File: config.mk
export PLATFORM = sky130hd
export DESIGN_NAME = fifo_traffic_gen_flat
export DESIGN_NICKNAME = d
export VERILOG_FILES = /design/src/rtl/fifo_traffic_gen_if.sv /design/src/rtl/fifo_traffic_gen.sv /design/src/flat_wrapper.sv
export SDC_FILE = /design/constraint.sdc
export NUM_CORES = 1
export LEC_CHECK = 0
export ABC_CLOCK_PERIOD_IN_PS = 2720
export CORE_ASPECT_RATIO = 0.5
export CORE_UTILIZATION = 52
export CTS_CLUSTER_DIAMETER = 40
export DETAILED_ROUTE_END_ITERATION = 7
export MAX_ROUTING_LAYER = met4
export PLACE_DENSITY = 0.94
export RECOVER_POWER = 50
export REMOVE_ABC_BUFFERS = 1
export SLEW_MARGIN = 5
export SYNTH_ARGS = -nofsm -noshare
export SYNTH_HDL_FRONTEND = slang
export SYNTH_SLANG_ARGS = --single-unit
File: constraint.sdc
create_clock -name clk -period 2.72 [get_ports clk]
set_clock_uncertainty 0.15 [all_clocks]
set_input_delay 0.544 -clock clk [delete_from_list [all_inputs] [get_ports clk]]
set_output_delay 0.544 -clock clk [all_outputs]
set_load 0.03 [all_outputs]
File: src/rtl/fifo_traffic_gen_if.sv
// fifo_traffic_gen_if: write/read handshake between the traffic generator
// (master) and the FIFO under test (slave).
interface fifo_traffic_gen_if #(
   parameter int DATA_W = 4
);
   logic              write_en;
   logic [DATA_W-1:0] write_data;
   logic              full;
   logic              read_en;
   logic [DATA_W-1:0] read_data;
   logic              empty;

   modport master (
      output write_en, write_data, read_en,
      input  full, empty, read_data
   );

   modport slave (
      input  write_en, write_data, read_en,
      output full, empty, read_data
   );
endinterface

File: src/rtl/fifo_traffic_gen.sv
// fifo_traffic_gen: self-checking initiator for a small FIFO.
// Runs the phases FILL -> DRAIN -> STREAM -> FLUSH -> CHECK -> DONE.
// It writes a regenerated data sequence, compares each read one cycle after
// it is accepted, and reports a saturating mismatch count plus pass/done.
// Optional macro TGEN_LFSR_EN: data comes from a pair of 8-bit LFSRs
// instead of the SEED-masked write/read counters.
module fifo_traffic_gen #(
   parameter int  DATA_W  = 4,
   parameter int  DEPTH   = 4,
   parameter int  NUM_TXN = 16,
   parameter int  SEED    = 0,
   localparam int CNT_W   = $clog2(NUM_TXN + 1)
) (
   input  logic               clk,
   input  logic               rstN,
   input  logic               start,
   fifo_traffic_gen_if.master bus,
   output logic               busy,
   output logic               done,
   output logic               pass,
   output logic [7:0]         err_cnt,
   output logic [CNT_W-1:0]   wr_cnt,
   output logic [CNT_W-1:0]   rd_cnt
);

   localparam logic [CNT_W-1:0] N_C   = CNT_W'(NUM_TXN);
   localparam logic [CNT_W-1:0] ONE_C = CNT_W'(1'b1);

   // Configurations the generator cannot run meaningfully are rejected at elaboration.
   if (NUM_TXN < 1 || DEPTH < 1) begin : g_cfg_err
      $error("fifo_traffic_gen: NUM_TXN and DEPTH must both be at least 1");
   end

   typedef enum logic [2:0] {
      ST_IDLE   = 3'd0,
      ST_FILL   = 3'd1,
      ST_DRAIN  = 3'd2,
      ST_STREAM = 3'd3,
      ST_FLUSH  = 3'd4,
      ST_CHECK  = 3'd5,
      ST_DONE   = 3'd6
   } state_e;

   state_e            state_q, state_d;
   logic [CNT_W-1:0]  wr_cnt_q, wr_cnt_d;
   logic [CNT_W-1:0]  rd_cnt_q, rd_cnt_d;
   logic [7:0]        err_q, err_d;
   logic              cmp_vld_q, cmp_vld_d;
   logic [DATA_W-1:0] exp_q, exp_d;

   logic              wr_en_s;
   logic              rd_en_s;
   logic              restart_s;
   logic              wr_room_s;
   logic              rd_avail_s;
   logic [DATA_W-1:0] wr_data_s;
   logic [DATA_W-1:0] exp_now_s;

`ifdef TGEN_LFSR_EN
   localparam logic [7:0] LFSR_INIT_C = 8'h01;

   // The LFSR only supplies 8 bits of data per step.
   if (DATA_W > 8) begin : g_lfsr_w_err
      $error("fifo_traffic_gen: TGEN_LFSR_EN requires DATA_W <= 8");
   end

   logic [7:0] wr_lfsr_q, wr_lfsr_d;
   logic [7:0] exp_lfsr_q, exp_lfsr_d;

   // One step of the 8-bit data LFSR.
   function automatic logic [7:0] lfsr_step(input logic [7:0] v);
      return {v[6:0], v[7] ^ v[5] ^ v[4] ^ v[3]};
   endfunction

   assign wr_data_s = DATA_W'(wr_lfsr_q);
   assign exp_now_s = DATA_W'(exp_lfsr_q);

   // Write LFSR steps per accepted write, expected LFSR per accepted read.
   always_comb begin
      wr_lfsr_d  = wr_lfsr_q;
      exp_lfsr_d = exp_lfsr_q;
      if (restart_s) begin
         wr_lfsr_d  = LFSR_INIT_C;
         exp_lfsr_d = LFSR_INIT_C;
      end else begin
         wr_lfsr_d  = wr_en_s ? lfsr_step(wr_lfsr_q) : wr_lfsr_q;
         exp_lfsr_d = rd_en_s ? lfsr_step(exp_lfsr_q) : exp_lfsr_q;
      end
   end

   // LFSR state registers.
   always_ff @(posedge clk) begin
      if (!rstN) begin
         wr_lfsr_q  <= LFSR_INIT_C;
         exp_lfsr_q <= LFSR_INIT_C;
      end else begin
         wr_lfsr_q  <= wr_lfsr_d;
         exp_lfsr_q <= exp_lfsr_d;
      end
   end
`else
   localparam logic [DATA_W-1:0] SEED_C = DATA_W'(SEED);

   // Counter mode: the running counts themselves are the data generators.
   assign wr_data_s = DATA_W'(wr_cnt_q) ^ SEED_C;
   assign exp_now_s = DATA_W'(rd_cnt_q) ^ SEED_C;
`endif

   // Phase sequencing and request legality; requests follow full/empty with no delay.
   always_comb begin
      state_d    = state_q;
      wr_en_s    = 1'b0;
      rd_en_s    = 1'b0;
      restart_s  = 1'b0;
      wr_room_s  = !bus.full  && (wr_cnt_q < N_C);
      rd_avail_s = !bus.empty && (rd_cnt_q < N_C);
      case (state_q)
         ST_IDLE, ST_DONE: begin
            if (start) begin
               state_d   = ST_FILL;
               restart_s = 1'b1;
            end else begin
               state_d   = state_q;
            end
         end
         ST_FILL: begin
            wr_en_s = wr_room_s;
            if (bus.full || (wr_cnt_q == N_C)) begin
               state_d = ST_DRAIN;
            end else begin
               state_d = ST_FILL;
            end
         end
         ST_DRAIN: begin
            rd_en_s = rd_avail_s;
            if (bus.empty) begin
               state_d = (wr_cnt_q < N_C) ? ST_STREAM : ST_FLUSH;
            end else begin
               state_d = ST_DRAIN;
            end
         end
         ST_STREAM: begin
            wr_en_s = wr_room_s;
            rd_en_s = rd_avail_s;
            if (wr_cnt_q == N_C) begin
               state_d = ST_FLUSH;
            end else begin
               state_d = ST_STREAM;
            end
         end
         ST_FLUSH: begin
            rd_en_s = rd_avail_s;
            if (rd_cnt_q == N_C) begin
               state_d = ST_CHECK;
            end else begin
               state_d = ST_FLUSH;
            end
         end
         ST_CHECK: begin
            state_d = ST_DONE;
         end
         default: begin
            state_d = ST_IDLE;
         end
      endcase
   end

   // Counters, compare pipe and the saturating error count.
   always_comb begin
      wr_cnt_d  = wr_cnt_q;
      rd_cnt_d  = rd_cnt_q;
      err_d     = err_q;
      cmp_vld_d = rd_en_s;
      exp_d     = rd_en_s ? exp_now_s : exp_q;
      if (restart_s) begin
         wr_cnt_d  = {CNT_W{1'b0}};
         rd_cnt_d  = {CNT_W{1'b0}};
         err_d     = 8'h00;
         cmp_vld_d = 1'b0;
      end else begin
         wr_cnt_d = wr_en_s ? (wr_cnt_q + ONE_C) : wr_cnt_q;
         rd_cnt_d = rd_en_s ? (rd_cnt_q + ONE_C) : rd_cnt_q;
         if (cmp_vld_q && (bus.read_data != exp_q) && (err_q != 8'hFF)) begin
            err_d = err_q + 8'h01;
         end else begin
            err_d = err_q;
         end
      end
   end

   // State and datapath registers; reset overrides everything, even mid-run.
   always_ff @(posedge clk) begin
      if (!rstN) begin
         state_q   <= ST_IDLE;
         wr_cnt_q  <= {CNT_W{1'b0}};
         rd_cnt_q  <= {CNT_W{1'b0}};
         err_q     <= 8'h00;
         cmp_vld_q <= 1'b0;
         exp_q     <= {DATA_W{1'b0}};
      end else begin
         state_q   <= state_d;
         wr_cnt_q  <= wr_cnt_d;
         rd_cnt_q  <= rd_cnt_d;
         err_q     <= err_d;
         cmp_vld_q <= cmp_vld_d;
         exp_q     <= exp_d;
      end
   end

   assign bus.write_en   = wr_en_s;
   assign bus.write_data = wr_data_s;
   assign bus.read_en    = rd_en_s;

   assign busy    = (state_q == ST_FILL)   || (state_q == ST_DRAIN) ||
                    (state_q == ST_STREAM) || (state_q == ST_FLUSH) ||
                    (state_q == ST_CHECK);
   assign done    = (state_q == ST_DONE);
   assign pass    = done && (err_q == 8'h00);
   assign err_cnt = err_q;
   assign wr_cnt  = wr_cnt_q;
   assign rd_cnt  = rd_cnt_q;

endmodule

File: src/flat_wrapper.sv
// flat-port wrapper written by rule: the top's interface ports become plain ports
module fifo_traffic_gen_flat 
#(
   parameter int  DATA_W  = 4,
   parameter int  DEPTH   = 4,
   parameter int  NUM_TXN = 16,
   parameter int  SEED    = 0,
   localparam int CNT_W   = $clog2(NUM_TXN + 1)
)
  (clk, rstN, start, busy, done, pass, err_cnt, wr_cnt, rd_cnt, bus_write_en, bus_write_data, bus_read_en, bus_full, bus_empty, bus_read_data);
  fifo_traffic_gen_if #(.DATA_W(DATA_W)) bus_i ();
  input  logic clk;
  input  logic rstN;
  input  logic start;
  output logic busy;
  output logic done;
  output logic pass;
  output logic [7:0] err_cnt;
  output logic [CNT_W-1:0] wr_cnt;
  output logic [CNT_W-1:0] rd_cnt;
  output wire logic [$bits(bus_i.write_en)-1:0] bus_write_en;
  output wire logic [$bits(bus_i.write_data)-1:0] bus_write_data;
  output wire logic [$bits(bus_i.read_en)-1:0] bus_read_en;
  input wire logic [$bits(bus_i.full)-1:0] bus_full;
  input wire logic [$bits(bus_i.empty)-1:0] bus_empty;
  input wire logic [$bits(bus_i.read_data)-1:0] bus_read_data;
  assign bus_write_en = bus_i.write_en;
  assign bus_write_data = bus_i.write_data;
  assign bus_read_en = bus_i.read_en;
  assign bus_i.full = bus_full;
  assign bus_i.empty = bus_empty;
  assign bus_i.read_data = bus_read_data;
  fifo_traffic_gen #(.DATA_W(DATA_W), .DEPTH(DEPTH), .NUM_TXN(NUM_TXN), .SEED(SEED)) u_core (.clk(clk), .rstN(rstN), .start(start), .bus(bus_i), .busy(busy), .done(done), .pass(pass), .err_cnt(err_cnt), .wr_cnt(wr_cnt), .rd_cnt(rd_cnt));
endmodule
==> out/results.tsv, run 1 <==
metric	value	unit
status	finished, final reports clean	
Leakage	0.000697	uW
first-pass GRT wire length	5.09	mm
RD Place Congestion	0.793	
sequential-to-total area share from yosys stat	35.9	%
DRC viols	0	
FF-to-FF path depth	6	
wire per inst	13.7	um
total CTS buffers	3	
die width	76.7	um
area of the die	3020	um^2
via count	1394	
final hold slack	0.341	ns
via count of the first global-routing pass	1187	
Crit Path Max Fanout	15	
clock buffer depth	2	
diode count	0	
pwr dens	428	nW/um^2
GRT overflow	0	
Slew HR	52.1	%
Cell Area, Placed	1820	um^2
Max stage delay on crit path	0.37	ns
antenna violations before repair	0	
CTS H-tree lvls	1	
HP Class	reg2reg	
Tmin final	2.55	ns
predominant post-synthesis flop cell	dfxtp_1	
synthesis-to-layout area growth	30.4	%
drt initial violations	42	
crit path DAT	1.85	ns
Final Cell Area	1890	um^2
Worst Setup Start Kind	register	
antenna viol nets, final	0	
max-cap violation count	0	
drt pass-1 iters	4	
Worst Path Required	2.03	ns
CP most frequent cell	buf_4	
CTS sink cnt	26	
Skew-Pair Late Insertion Delay	0.28	ns
Post-synth EDFFs	0	
post-DR vias/cell	5.64	
Worst path slowest cell	nor3b_1	
Worst R2R End	u_core.state_q[0]	
ranking of synthesized cells by area	dfxtp_1 (36%), ha_1 (6.0%), xor2_1 (4.8%), a21oi_1 (4.5%), nand2_1 (4.4%)	
max-slew violation count	0	
R2R Setup Slk	0.74	ns
synth unique cells	43	
Max Clk Rate	392	MHz
hpwl dp	2.46	mm
Final nets	227	
RSZ-0062 raised after global routing	no	
maximum VDD drop	0.000316	V
hold_sp	u_core.exp_q[2]	
Hold EP	u_core.exp_q[2]	
CTS tree	yes	
CP Capture Type	primary output	
worst r2r src	u_core.state_q[1]	
GRT Util Overall	22.7	%
share of the synthesized area in the top cell type	35.9	%
Hold Path Cell Cnt	2	
I/O pin count	36	
initial core utilization	55.4	%
area leader, netlist	dfxtp_1	
Post-Syn Instances	176	
clock tree root driver cell	clkbuf_8	
WL final	3.38	mm
critical path cell sequence	buf_4 > nor3b_1 > o21ai_1 > inv_2 > buf_4	
row count	13	
share of layout cells above drive strength 1	6.67	%
Synth Warn #	0	
share of the cycle needed by the critical path after routing	93.7	%
final setup violation count	0	
Synth Register Bits	26	
sequential cell area	520	um^2
Final Hold Vio Count	0	
area of the multi-input gates	833	um^2
share of synthesized registers carrying an async set or reset	0	%
fillers	192	
Synth Cell Area	1450	um^2
input/output buffers	35	
setup TNS	0	ns
core region area	2620	um^2
DIE HEIGHT	39.3	um
pin count of the biggest net entering global routing	17	
Reg clk slew, reported paths	0.10	ns
Tot Pwr	809	uW
syn avg cell area	8.24	um^2
Setup CP Type	reg2out	
Least-Margin Pin Slew	0.718	ns
## power breakdown
group	switching, uW	internal, uW	total (uW)	leakage (uW)
sequential	9.87	384	394	0.000210
clock	131	197	329	0.0000357
combinational	47.2	38.9	86.1	0.000451
total	188	620	809	0.000697
## registers in the layout (all words and copies together), names as in the netlist
| name | count |
|---|---|
| u_core.cmp_vld_q | 1 |
| u_core.err_cnt | 8 |
| u_core.exp_q | 4 |
| u_core.rd_cnt | 5 |
| u_core.state_q | 3 |
| u_core.wr_cnt | 5 |
## metrics by stage
step / worst slack (ns) / util (%) / std cells
5_1_grt: 0.0387 / 72.2 / 247
3_3_place_gp: 0.313 / 69.5 / 243
4_1_cts: 0.0746 / 72.2 / 247
2_1_floorplan: 0.533 / - / 167
6_report: 0.172 / 72.2 / 247
3_5_place_dp: 0.247 / 69.5 / 243
## Yosys cell counts, drive strengths merged, types with 2 or more instances
master / instances
dfxtp: 26
nand2: 17
a21oi: 13
nor2: 13
inv: 12
o21ai: 12
xor2: 8
buf: 7
ha: 7
o211ai: 6
nor2b: 4
and3: 3
nand3: 3
nand4: 3
nor3: 3
o31ai: 3
or3: 3
or4: 3
xnor2: 3
a211oi: 2
a41oi: 2
and2: 2
clkbuf: 2
mux2i: 2
nor3b: 2
nor4: 2
nor4b: 2
## cells in the final DEF, fill, tap and decap left out, types with 3 or more instances in the layout
cell type	n
or3_1	3
a21oi_1	13
o31ai_1	3
xnor2_1	3
and3_1	3
clkbuf_8	3
or4_1	3
nor2b_1	4
nand4_1	3
nand2_1	17
dfxtp_1	26
nand3_1	3
buf_4	5
o211ai_1	6
nor3_1	3
xor2_1	8
nor2_1	13
clkdlybuf4s50_1	30
inv_1	11
o21ai_0	11
ha_1	7
## worst max path at each step
stage	startpoint	endpoint	slack (ns)	cells after the start
global route	u_core.state_q[2]	bus_read_en	0.04	5
floorplan	bus_read_data[1]	u_core.err_cnt[1]	0.53	4
detailed placement	bus_empty	bus_read_en	0.25	5
CTS	u_core.state_q[0]	pass	0.07	4
finish	u_core.state_q[2]	bus_read_en	0.17	5
global placement	bus_empty	bus_read_en	0.31	5
## timing repair
action,4_1_cts,5_1_grt
gates resized for setup,0,1
hold buffers,0,0
setup buffers,0,0
setup endpoints to repair,0,1
## metal layers
| layer | vias to the layer above | GRT usage (%) | part of all wire, % |
|---|---|---|---|
| met2 | 35 | 46.9 | 50 |
| met3 | 0 | 5.35 | 3.8 |
| met5 | - | - | 0 |
| met1 | 662 | 23.3 | 46 |
| li1 | 697 | - | - |
| met4 | 0 | 4.33 | 0 |
## worst max-delay path, delay by kind of cell (launching register included)
kind / cells / cell delay [ns]
AO/OA/AOI/OAI: 1 / 0.26
buffers and inverters: 3 / 0.58
flip-flops: 1 / 0.36
AND/OR/NAND/NOR: 1 / 0.37
## cell type report
type	instances	area share, %
repair buffers	39	19.8
clock buffers	3	2.18
multi-input cells	129	44.1
inverters	12	2.38
clock inverters	1	1.59
flip-flops and latches	26	27.5
well taps	37	2.45
## logic make-up after synthesis
kind of cell,count (synthesis),synth area share [%]
xor gates and xnor gates,11,6.64
muxes,2,1.38
buffers and inverters,21,6.64
AOI/OAI and AO/OA,44,19.0
DFF,26,35.9
and+or+nand+nor,65,24.4
adders and majority gates,7,6.04
Note: power is estimated with default switching activity, not from simulation.
==> run 2, diff against run 1 <==
--- a/config.mk
+++ b/config.mk
@@ -5,13 +5,13 @@
 export SDC_FILE = /design/constraint.sdc
 export NUM_CORES = 1
 export LEC_CHECK = 0
-export ABC_CLOCK_PERIOD_IN_PS = 2720
+export ABC_CLOCK_PERIOD_IN_PS = 2800
 export CORE_ASPECT_RATIO = 0.5
-export CORE_UTILIZATION = 52
+export CORE_UTILIZATION = 48
 export CTS_CLUSTER_DIAMETER = 40
 export DETAILED_ROUTE_END_ITERATION = 7
 export MAX_ROUTING_LAYER = met4
-export PLACE_DENSITY = 0.94
+export PLACE_DENSITY = 0.88
 export RECOVER_POWER = 50
 export REMOVE_ABC_BUFFERS = 1
 export SLEW_MARGIN = 5
==> constraint.sdc (replaced) <==
create_clock -name clk -period 2.8 [get_ports clk]
set_clock_uncertainty 0.15 [all_clocks]
set_input_delay 0.56 -clock clk [delete_from_list [all_inputs] [get_ports clk]]
set_output_delay 0.56 -clock clk [all_outputs]
set_load 0.03 [all_outputs]
==> out/results.tsv, run 2 (synthesis gave the netlist of run 1 again) <==
metric	value	unit	change
status	finished, final reports clean		
Worst R2R End	u_core.err_cnt[5]		
Place WS	0.307	ns	+0.0599 ns
share of the cycle needed by the critical path after routing	93.8	%	
hpwl dp	2.36	mm	-4.0%
most frequent cells in the layout	clkdlybuf4s50_1 (29), dfxtp_1 (26), nand2_1 (17), nor2_1 (13), a21oi_1 (13)		
Reg clk slew, reported paths	0.09	ns	about the same
CTS H-tree lvls	1		unchanged
clock tree root driver cell	clkbuf_8		
wire per inst	12.8	um	-6.8%
worst r2r src	u_core.state_q[1]		
drt pass-1 iters	4		unchanged
post-DR vias/cell	5.57		-1.4%
Max Clk Rate	381	MHz	
maximum VDD drop	0.000356	V	+12%
area of the die	3260	um^2	+8.0%
GRT overflow	0		unchanged
most common cell after layout, fill and taps aside	clkdlybuf4s50_1		
core region area	2730	um^2	+4.3%
via count	1369		-1.8%
pwr dens	414	nW/um^2	-3.3%
sequential cell area	520	um^2	unchanged
CTS resizes	0		unchanged
setup TNS	0	ns	unchanged
max reg flops	8		unchanged
Final Hold Vio Count	0		unchanged
Worst Setup Start Kind	register		
area of the multi-input gates	833	um^2	unchanged
antenna violations before repair	0		unchanged
die width	79.7	um	+4.0%
Skew-Pair Late Insertion Delay	0.27	ns	about the same
Leakage	0.000678	uW	-2.6%
clock buffer depth	2		unchanged
fillers	220		+15%
share of layout cells above drive strength 1	5.26	%	-1.4 points
R2R Setup Slk	0.76	ns	+0.02 ns
Worst Setup Slack, final	0.175	ns	+0.00289 ns
I/O pin count	36		unchanged
DIE HEIGHT	40.9	um	+3.9%
row count	13		unchanged
WL final	3.14	mm	-7.1%
first-pass GRT wire length	4.96	mm	-2.6%
CTS tree	yes		
via count of the first global-routing pass	1108		-6.7%
HP Class	reg2reg		
CP startpoint	u_core.state_q[1]		
Tot Pwr	778	uW	-3.8%
final setup violation count	0		unchanged
crit path DAT	1.92	ns	+0.07 ns
RD Place Congestion	0.855		+7.9%
pin count of the biggest net entering global routing	18		+1
CTS sink cnt	26		unchanged
RSZ-0062 raised after global routing	no		
diode count	0		unchanged
CP Capture Type	primary output		
Worst Path Required	2.09	ns	+0.06 ns
total CTS buffers	3		unchanged
FF-to-FF path depth	4		-2
Hold-fix buffers, CTS	0		unchanged
crit path capture	pass		
Least-Margin Pin Slew	0.629	ns	-0.0894 ns
max-slew violation count	0		unchanged
drt initial violations	55		+31%
synthesis-to-layout area growth	29.7	%	
final hold slack	0.330	ns	-0.0118 ns
Tmin final	2.63	ns	
Final nets	226		-0.44%
DRC viols	0		unchanged
Post-CTS Setup Inserts	0		unchanged
initial core utilization	53.1	%	-2.3 points
max-cap violation count	0		unchanged
Setup CP Type	reg2out		
antenna viol nets, final	0		unchanged
GRT Util Overall	21.5	%	-1.2 points
Slew HR	58.1	%	+6.0 points
input/output buffers	35		unchanged
Crit Path Max Fanout	13		-2
## run 2: changes by cell type in the layout (fill, tap and decap cells not counted)
cell             before  now
clkdlybuf4s50_1      30   29
dlymetal6s2s_1        1    0
a31o_1                0    1
inv_2                 1    0
inv_1                11   12
buf_4                 5    4
dlygate4sd3_1         2    4
a31o_2                1    0
## run 2: worst min-delay path by stage
stage	startpoint	end	slack, ns	cells past startpoint
2_1_floorplan	u_core.exp_q[0]	u_core.exp_q[0]	0.30	2
3_3_place_gp	u_core.exp_q[1]	u_core.exp_q[1]	0.32	2
3_5_place_dp	u_core.exp_q[2]	u_core.exp_q[2]	0.32	2
4_1_cts	u_core.exp_q[2]	u_core.exp_q[2]	0.33	2
5_1_grt	u_core.exp_q[2]	u_core.exp_q[2]	0.35	2
6_report	u_core.exp_q[2]	u_core.exp_q[2]	0.33	2
## run 2: worst max-delay path, cell delays in order (launching register included)
cell and delay, ns:
dfxtp_1 0.57, and2_1 0.25, and3_1 0.16, clkdlybuf4s50_1 0.66
## run 2: layout make-up
class | count | share of cell area (%)
inverter | 12 | 2.40
multi-input combinational | 129 | 44.3
timing repair buffer | 38 | 19.4
clock inverter | 1 | 1.60
sequential | 26 | 27.7
clock buffer | 3 | 2.20
tap | 37 | 2.46
## run 2: per-layer routing
layer	global-route usage [%]	wire length [um]
met2	39.5	1530
met5	-	0
met3	5.56	162
met1	23.7	1400
met4	8.04	44
## run 2: through the flow
step,cells,area [um^2],util (%)
after floorplan,167,1400,-
after global placement,242,1810,66.3
after detailed placement,242,1810,66.3
after CTS,246,1880,69.0
after global routing,246,1880,68.8
final,246,1880,68.8
## run 2: report_power, final
group	switching [uW]	internal, uW
clock	123	191
combinational	44.9	36.5
sequential	8.65	373
